$ cat src/rtl/ifu_fetch_pkg.sv
// rtl/ifu_fetch_pkg.sv - shared fetch-unit constants and FSM state encoding
package ifu_fetch_pkg;

  localparam int              CORE_XLEN     = 32;
  localparam logic [31:0]     CORE_RESET_PC = 32'h0000_0000;
  localparam logic [31:0]     CORE_NOP      = 32'h0000_0013;

  typedef enum logic [1:0] {
    S_BOOT  = 2'd0,
    S_FETCH = 2'd1,
    S_FLUSH = 2'd2
  } fetch_state_e;

endpackage

$ cat src/rtl/ifu_fifo.sv
// rtl/ifu_fifo.sv - synchronous FIFO with flush and occupancy count for the fetch buffer
module ifu_fifo #(
  parameter int WIDTH = 64,
  parameter int DEPTH = 2,
  localparam int AW = $clog2(DEPTH)
) (
  input  logic             clk,
  input  logic             rst_n,
  input  logic             flush,
  input  logic             push,
  input  logic [WIDTH-1:0] wdata,
  input  logic             pop,
  output logic [WIDTH-1:0] rdata,
  output logic             valid,
  output logic [AW:0]      count
);

  logic [WIDTH-1:0] mem [DEPTH];
  logic [AW-1:0]    rd_ptr;
  logic [AW-1:0]    wr_ptr;
  logic             do_push;
  logic             do_pop;

  assign do_push = push & ~flush;
  assign do_pop  = pop & valid & ~flush;

  // Push at full is safe with a same-cycle pop: the head is read before the slot is rewritten.
  always_ff @(posedge clk or negedge rst_n) begin
    if (!rst_n) begin
      rd_ptr <= '0;
      wr_ptr <= '0;
      count  <= '0;
      for (int i = 0; i < DEPTH; i++) mem[i] <= '0;
    end else if (flush) begin
      rd_ptr <= '0;
      wr_ptr <= '0;
      count  <= '0;
    end else begin
      if (do_push) begin
        mem[wr_ptr] <= wdata;
        wr_ptr      <= wr_ptr + 1'b1;
      end
      if (do_pop) rd_ptr <= rd_ptr + 1'b1;
      if (do_push != do_pop) count <= do_push ? count + 1'b1 : count - 1'b1;
    end
  end

  assign rdata = mem[rd_ptr];
  assign valid = (count != '0);

endmodule

$ cat src/rtl/ifu_fetch.sv
// rtl/ifu_fetch.sv - PC owner, imem request/response tracking and fetch buffer; IFU_PERF_CNT_EN adds drop/starve counters
module ifu_fetch import ifu_fetch_pkg::*; #(
  parameter int              XLEN       = CORE_XLEN,
  parameter logic [XLEN-1:0] RESET_PC   = CORE_RESET_PC,
  parameter int              FIFO_DEPTH = 2
) (
  input  logic            clk,
  input  logic            rst_n,
  input  logic            redirect_valid_i,
  input  logic [XLEN-1:0] redirect_pc_i,
  output logic            imem_req_o,
  output logic [XLEN-1:0] imem_addr_o,
  input  logic            imem_gnt_i,
  input  logic            imem_rvalid_i,
  input  logic [XLEN-1:0] imem_rdata_i,
  output logic            inst_valid_o,
  output logic [XLEN-1:0] inst_o,
  output logic [XLEN-1:0] inst_pc_o,
  input  logic            inst_ready_i
`ifdef IFU_PERF_CNT_EN
  ,
  output logic [31:0]     perf_drop_o,
  output logic [31:0]     perf_starve_o
`endif
);

  localparam int CW = $clog2(FIFO_DEPTH) + 1;

  fetch_state_e      state_q, state_d;
  logic [XLEN-1:0]   pc_q;
  logic [XLEN-1:0]   resp_pc_q;
  logic [XLEN-1:0]   target_pc;
  logic [CW-1:0]     out_q, out_d;
  logic [CW-1:0]     disc_q, disc_d;
  logic [CW-1:0]     fifo_count;
  logic [CW-1:0]     inflight;
  logic [2*XLEN-1:0] head;
  logic              grant;
  logic              drop;
  logic              push;
  logic              pop;
  logic              unused_pc_lsbs;

  assign target_pc      = {redirect_pc_i[XLEN-1:2], 2'b00};
  assign unused_pc_lsbs = ^redirect_pc_i[1:0];

  // Requests are capped so every response already owns a FIFO slot when it arrives.
  assign inflight    = out_q + fifo_count;
  assign imem_req_o  = (state_q == S_FETCH) & ~redirect_valid_i & (inflight < CW'(FIFO_DEPTH));
  assign imem_addr_o = pc_q;
  assign grant       = imem_req_o & imem_gnt_i;
  assign drop        = imem_rvalid_i & (redirect_valid_i | (disc_q != '0));
  assign push        = imem_rvalid_i & ~drop;
  assign pop         = inst_valid_o & inst_ready_i;

  assign out_d = out_q + CW'(grant) - CW'(imem_rvalid_i);

  always_comb begin
    disc_d = disc_q;
    if (redirect_valid_i)                     disc_d = out_q - CW'(imem_rvalid_i);
    else if (imem_rvalid_i && disc_q != '0)   disc_d = disc_q - 1'b1;
  end

  always_comb begin
    state_d = state_q;
    unique case (state_q)
      S_BOOT:           state_d = S_FETCH;
      S_FETCH, S_FLUSH: state_d = (disc_d != '0) ? S_FLUSH : S_FETCH;
      default:          state_d = S_BOOT;
    endcase
  end

  always_ff @(posedge clk or negedge rst_n) begin
    if (!rst_n) begin
      state_q   <= S_BOOT;
      pc_q      <= RESET_PC;
      resp_pc_q <= RESET_PC;
      out_q     <= '0;
      disc_q    <= '0;
    end else begin
      state_q <= state_d;
      out_q   <= out_d;
      disc_q  <= disc_d;
      if (redirect_valid_i) begin
        pc_q      <= target_pc;
        resp_pc_q <= target_pc;
      end else begin
        if (grant) pc_q      <= pc_q + XLEN'(4);
        if (push)  resp_pc_q <= resp_pc_q + XLEN'(4);
      end
    end
  end

  ifu_fifo #(
    .WIDTH (2*XLEN),
    .DEPTH (FIFO_DEPTH)
  ) u_fifo (
    .clk   (clk),
    .rst_n (rst_n),
    .flush (redirect_valid_i),
    .push  (push),
    .wdata ({resp_pc_q, imem_rdata_i}),
    .pop   (pop),
    .rdata (head),
    .valid (inst_valid_o),
    .count (fifo_count)
  );

  assign inst_pc_o = inst_valid_o ? head[2*XLEN-1:XLEN] : '0;
  assign inst_o    = inst_valid_o ? head[XLEN-1:0]      : '0;

`ifdef IFU_PERF_CNT_EN
  always_ff @(posedge clk or negedge rst_n) begin
    if (!rst_n) begin
      perf_drop_o   <= '0;
      perf_starve_o <= '0;
    end else begin
      if (drop && perf_drop_o != '1) perf_drop_o <= perf_drop_o + 1'b1;
      if (!inst_valid_o && state_q == S_FETCH && perf_starve_o != '1)
        perf_starve_o <= perf_starve_o + 1'b1;
    end
  end
`else
  // Performance counters are not built in this configuration.
`endif

endmodule
$ cat config.mk
export PLATFORM = sky130hd
export DESIGN_NAME = ifu_fetch
export DESIGN_NICKNAME = d
export VERILOG_FILES = /design/src/rtl/ifu_fetch_pkg.sv /design/src/rtl/ifu_fifo.sv /design/src/rtl/ifu_fetch.sv
export SDC_FILE = /design/constraint.sdc
export NUM_CORES = 1
export LEC_CHECK = 0
export CORE_MARGIN = 8
export CORE_UTILIZATION = 45
export DETAILED_ROUTE_END_ITERATION = 10
export GPL_TIMING_DRIVEN = 0
export PLACE_DENSITY = 0.77
export SYNTH_ARGS = -nofsm -noshare
export SYNTH_HDL_FRONTEND = slang
export SYNTH_SLANG_ARGS = --single-unit
$ cat constraint.sdc
create_clock -name clk -period 3 [get_ports clk]
set_input_delay 0.3 -clock clk [delete_from_list [all_inputs] [get_ports clk]]
set_output_delay 0.3 -clock clk [all_outputs]
set_load 0.03 [all_outputs]
==> results of run 1 <==
-- report_power, final --
group | total (µW) | switching [µW] | internal [µW]
Combinational | 2950 | 1430 | 1520
Sequential | 4090 | 566 | 3520
Clock | 2350 | 984 | 1370
Total | 9390 | 2980 | 6410
-- how the worst max path moves through the flow --
stage                           startpoint              end
after floorplan           redirect_valid_i         out_q[1]
after global placement               rst_n  imem_addr_o[25]
after detailed placement  redirect_valid_i         out_q[1]
after CTS                    u_fifo.rd_ptr    inst_pc_o[13]
after global routing         u_fifo.rd_ptr    inst_pc_o[13]
final                        u_fifo.rd_ptr    inst_pc_o[13]
-- repair_timing --
item,CTS,global route
setup endpoints to repair,65,2
endpoints found under the hold margin,73,0
pin swaps,0,0
hold buffers,1,0
gates resized for setup,10,4
-- cells by family (layout without fill, tap and decap cells) --
| family | Yosys count | after routing | share of synthesized area |
|---|---|---|---|
| and+or+nand+nor | 249 | 249 | 0.1313 |
| muxes | 205 | 205 | 0.2298 |
| DFF | 194 | 194 | 0.5019 |
| AOI/OAI and AO/OA | 83 | 83 | 0.05912 |
| buffers and inverters | 68 | 262 | 0.02885 |
| xor gates and xnor gates | 40 | 40 | 0.03700 |
| adders and majority gates | 9 | 9 | 0.01164 |
| other | 1 | 4 | 0.0003877 |
-- through the flow --
step | power, µW | instances | setup TNS [ns] | hold slack (ns)
floorplan | 6063 | 852 | 0 | 0.004409
global placement | 6982 | 1288 | -1244.38 | 0.4642
detailed placement | 7113 | 1289 | -1.188 | 0.3065
CTS | 9498 | 1321 | 0 | 0.4527
global route | 9969 | 1321 | 0 | 0.4895
finish | 9391 | 1321 | 0 | 0.4416
-- area by class of cell --
cell class,count,area share
plain buffers,48,0.01759
clock buffers,22,0.03771
clock inverters,10,0.01189
inverters,19,0.005794
multi-input cells,590,0.3702
flip-flops and latches,194,0.3944
well taps,275,0.02796
repair buffers,163,0.1344
-- synthesized netlist by cell type, drive strengths merged, types with 2 or more instances --
cell	instances
and2	4
o311a	4
dfrtp	194
mux2	136
nor4	6
ha	9
nor2	102
o211ai	2
or3	5
a221oi	3
nor3b	2
a31oi	7
and4	7
inv	18
nand3	14
nor3	11
clkbuf	34
nor2b	8
o211a	2
a21oi	16
xor2	13
o21ai	19
and3	17
nand2	33
o31a	4
a311oi	6
a211oi	3
nand4	27
o21a	2
o2111ai	2
buf	15
or4	7
xnor2	27
a21o	2
nand2b	3
a2bb2oi	4
mux2i	69
o31ai	4
-- routing by layer --
layer	vias up	GRT usage	wire length, µm
met4	0	0.06047	386
met1	3607	0.2590	11210
met2	294	0.2945	11200
met3	29	0.04474	1881
li1	3409	-	-
met5	-	0	0
-- sequential cells by signal, summed over array words and instances, names as in the netlist --
name,flops
out_q,2
u_fifo.count,2
u_fifo.wr_ptr,1
imem_addr_o,30
resp_pc_q,30
state_q,2
u_fifo.rd_ptr,1
disc_q,2
u_fifo.mem,124
-- placed cells by master, fill, tap and decap left out, drive strengths merged, types with 3 or more instances in the layout --
| cell | count |
|---|---|
| dfrtp | 194 |
| clkdlybuf4s50 | 160 |
| mux2 | 136 |
| nor2 | 102 |
| mux2i | 69 |
| clkbuf | 55 |
| nand2 | 33 |
| xnor2 | 27 |
| nand4 | 27 |
| inv | 21 |
| o21ai | 19 |
| and3 | 17 |
| buf | 17 |
| a21oi | 16 |
| nand3 | 14 |
| xor2 | 13 |
| nor3 | 11 |
| ha | 9 |
| nor2b | 8 |
| and4 | 7 |
| or4 | 7 |
| a31oi | 7 |
| a311oi | 6 |
| nor4 | 6 |
| or3 | 5 |
| and2 | 4 |
| o31a | 4 |
| o31ai | 4 |
| o311a | 4 |
| a2bb2oi | 4 |
| conb | 4 |
| clkinv | 4 |
| nand2b | 3 |
| a221oi | 3 |
| a211oi | 3 |
| bufinv | 3 |
-- worst max-delay path, stage by stage (launching register included) --
cell and delay [ns]:
dfrtp_1 0.67, clkbuf_2 0.42, mux2i_1 0.12, nor2_1 0.18
clkdlybuf4s50_1 0.71
==> impl_metrics.csv, run 1 <==
group,metric,value,unit
run_status,status,"finished clean",
global_routing,grt_start_max_net_pins,122,
power_and_ir_drop,p_leak,0.005058,µW
global_routing,grtUsageTotal,0.1900,
global_routing,first_global_vias,7577,
critical_path,crit_type,"reg -> out",
synth,async_reset_ff_frac,1.000,
critical_path,ff2ff_setup_slack,0.35,ns
routing,drtIter0Drc,396,
placement,preCtsSetupSlack,-0.4884,ns
finish,fin_nets,1112,
synth,synth_seq_cells,194,
clock_tree,root_buffer,"clkbuf_16",
synth,synthDistinctLibCells,54,
routing,wl,24670,µm
routing,drtAntennaViolNets,0,
global_routing,grt.overflow.total,0,
global_routing,grt_antenna_before_repair,0,
routing,dr_total_vias,7339,
finish,fill_cells,1724,
sta,fin_crit_sh,0.9420,
global_routing,grt_pass1_wl,39930,µm
synth,synth.area.top_cells,"dfrtp_1, mux2_2, mux2i_1",
sta,maxSlewHeadroom,0.4466,
min_path,hp-class,"in -> async",
finish,regArea,4855,µm²
critical_path,critPathLaunchType,"flip-flop",
synth,yosys.area.top_type,"dfrtp_1",
clock_tree,clock_sinks,194,
sta,fin_worst_skew,0.009131,ns
die,initial_core_util,0.4586,
synth,syn_area_per_cell,11.39,µm²
critical_path,critPathMaxFanout,10,
clock_tree,clk_pin_slew,0.07,ns
power_and_ir_drop,vdd_drop_max,0.4247,mV
synth,synth_top_area_frac,0.5019,
sta,final-setup-viol-count,0,
finish,antennaDiodeCount,0,
clock_tree,clockBufferDepth,2,
critical_path,r2r-start,"disc_q[0]",
die,fp.dieW,162.6,µm
flow_run,drv_cap,0,
synth,synth_seq_area_share,0.5019,
critical_path,required,2.70,ns
critical_path,r2r-end,"u_fifo.mem[91]",
finish,drive_above_1_share,0.1893,
synth,syn_inst,849,
routing,vias_per_cell,5.556,
die,die_h,162.6,µm
synth,synthesis.area,9672,µm²
placement,gp_congestion,0.9114,
sta,finalMaxSlewViolations,0,
placement,numPortBuffers,161,
routing,drc_errors,0,
critical_path,ff2ff_path_depth,6,
clock_tree,cts_setup_buffers,0,
die,ios,168,
sta,fin_crit,2.826,ns
sta,worst_pin_slew,0.8301,ns
clock_tree,htree_levels,4,
routing,first_pass_iters,5,
finish,postLayoutCellArea,12310,µm²
sta,fmax,0.3539,GHz
finish,multiInputGateArea,4557,µm²
finish,syn_to_final_growth,27.26,%
clock_tree,insertion_delay,0.43,ns
die,dieArea,26440,µm²
clock_tree,numCtsBuffers,17,
placement,dpl-instance-area,11670,µm²
power_and_ir_drop,powerDensity,763.0,nW/µm²
die,core_area,21090,µm²
placement,hpwl,18020,µm
sta,finalHoldViolations,0,
routing,wl_per_cell,18.68,µm
synth,synth_flop_cell,"dfrtp_1",
clock_tree,cts_tree,"yes",
synth,synth_edf_count,0,
critical_path,arrival,2.53,ns
sta,postLayoutSetupSlackWorst,0.1740,ns
critical_path,critical_path.endpoint_type,"output port",
finish,utilization,0.5837,
die,rows,53,
synth,yosys_warnings,0,
sta,rsz0062_at_grt,"no",
(Power assumes the default switching activity.)
==> run 2: changes to the inputs <==
REMOVE_ABC_BUFFERS = 1   (was unset)
==> run 2 against run 1 <==
First-iteration DRC count is 21% higher. Final cell count is 2.7% lower. Clock-buffer cell count shrank 5. Combinational power about the same. Clock power is essentially flat. Via count fell by 3.2%. Clock skew up 0.0084 ns. Fmax fell by 0.18%. Cell area shrank 0.37%. Hold slack lost 0.026 ns. Wire length is 0.96% lower. Setup slack lost 0.0051 ns. Critical path type unchanged.
==> impl_metrics.csv, run 2 (synthesized netlist as in run 1, its figures left out) <==
group,metric,value,unit
run_status,status,"finished clean",
finish,syn_to_final_growth,26.79,%
global_routing,grt_pass1_wl,38490,µm
power_and_ir_drop,vdd_drop_max,0.4069,mV
critical_path,r2r-start,"disc_q[0]",
clock_tree,insertion_delay,0.44,ns
finish,largest_register,"u_fifo.mem",
critical_path,critPathMaxFanout,13,
global_routing,grt_antenna_before_repair,3,
die,initial_core_util,0.4586,
routing,drtAntennaViolNets,0,
finish,mostFrequentLayoutCells,"dfrtp_1, clkdlybuf4s50_1, mux2_2, nor2_1, mux2i_1",
clock_tree,clockBufferDepth,2,
die,fp.dieW,162.6,µm
critical_path,cp_slowest_cell,"nor2_2",
finish,drive_above_1_share,0.1917,
placement,place_inst,1248,
die,rows,53,
sta,fmax,0.3532,GHz
placement,hpwl,16950,µm
global_routing,grt.overflow.total,0,
clock_tree,cts_setup_buffers,0,
sta,finalMaxSlewViolations,0,
finish,final_cells,1285,
sta,fin_worst_skew,0.01757,ns
sta,finalHoldViolations,0,
routing,vias_per_cell,5.526,
die,die_h,162.6,µm
critical_path,critPathMaxStageDelay,0.77,ns
routing,wl_per_cell,19.02,µm
clock_tree,numCtsBuffers,17,
sta,rsz0062_at_grt,"no",
die,ios,168,
sta,fin_crit_sh,0.9437,
routing,drc_errors,0,
critical_path,crit_type,"reg -> out",
placement,gp_congestion,0.8196,
clock_tree,cts_tree,"yes",
sta,fin_crit,2.831,ns
die,dieArea,26440,µm²
routing,wl,24440,µm
global_routing,grt_start_max_net_pins,113,
clock_tree,clk_pin_slew,0.08,ns
clock_tree,htree_levels,4,
finish,final_common_cell,"dfrtp_1",
routing,drtIter0Drc,479,
sta,worst_pin_slew,0.9005,ns
critical_path,worstPathCellList,"nor2_2 > inv_1 > clkdlybuf4s50_1",
routing,dr_total_vias,7101,
clock_tree,clock_sinks,194,
routing,first_pass_iters,5,
die,core_area,21090,µm²
flow_run,drv_cap,0,
power_and_ir_drop,p_leak,0.005014,µW
critical_path,critPathLaunch,"u_fifo.count[1]",
global_routing,grtUsageTotal,0.1827,
placement,numPortBuffers,161,
critical_path,critPathLaunchType,"flip-flop",
min_path,hp-class,"in -> async",
clock_tree,root_buffer,"clkbuf_16",
global_routing,first_global_vias,7184,
critical_path,critical_path.endpoint_type,"output port",
finish,largest_reg_flops,124,
critical_path,arrival,2.53,ns
finish,utilization,0.5815,
sta,final-setup-viol-count,0,
power_and_ir_drop,powerDensity,762.2,nW/µm²
sta,maxSlewHeadroom,0.3990,
finish,fin_nets,1073,
critical_path,required,2.70,ns
-- run 2: layout make-up --
type	instances	area [µm²]
clock inverter	15	172.7
multi-input combinational	591	4582
antenna	3	7.507
clock buffer	17	425.4
inverter	19	76.32
timing repair buffer	171	1797
tap	275	344.1
fill	1762	8825
sequential	194	4858
-- run 2: worst max-delay path: cells and delay by family, from the launching register on --
family | cells | cell delay, ns
and+or+nand+nor | 1 | 0.77
DFF | 1 | 0.54
buffers and inverters | 2 | 0.77
-- run 2: power breakdown --
part           switching [µW]  total [µW]  internal, µW
registers                 565        4080          3520
logic                    1410        2940          1530
clock network            1070        2320          1260
total                    3040        9350          6310
-- run 2: per-layer routing --
| metal | global-route usage | share of wire |
|---|---|---|
| met1 | 0.2240 | 0.42 |
| met2 | 0.3080 | 0.50 |
| met3 | 0.04702 | 0.060 |
| met4 | 0.06297 | 0.018 |
| met5 | 0 | 0 |
-- run 2: metrics by stage --
stage,instance area (µm²),power [µW],hold slack [ns],setup TNS [ns],setup slack [ns]
after floorplan,9475,6054,0.004409,-120.12,-0.9397
after global placement,11430,6979,0.4652,-2124.32,-6.450
after detailed placement,11630,7100,0.3343,-14.15,-0.2956
after CTS,12250,9441,0.4464,0,0.01056
after global routing,12260,9896,0.4668,0,0.09396
final,12260,9347,0.4159,0,0.1689
-- run 2: path summary, 6_finish.rpt --
kind / end / slack, ns / depth (start not counted)
min: u_fifo.mem[98] / 0.42 / 2
max in group asynchronous: u_fifo.mem[24] / 1.62 / 3
max reg2reg: u_fifo.mem[83] / 0.28 / 8
min reg2reg: u_fifo.mem[58] / 0.49 / 2
max: inst_valid_o / 0.17 / 3
min in group clk: imem_addr_o[28] / 0.46 / 3
-- run 2: what timing repair did --
item,4_1_cts,5_1_grt
hold buffers,1,0
resized for setup,1,1
pin swaps,0,1
gates cloned,0,1
hold endpoints to repair,82,0
setup endpoints to repair,1,10
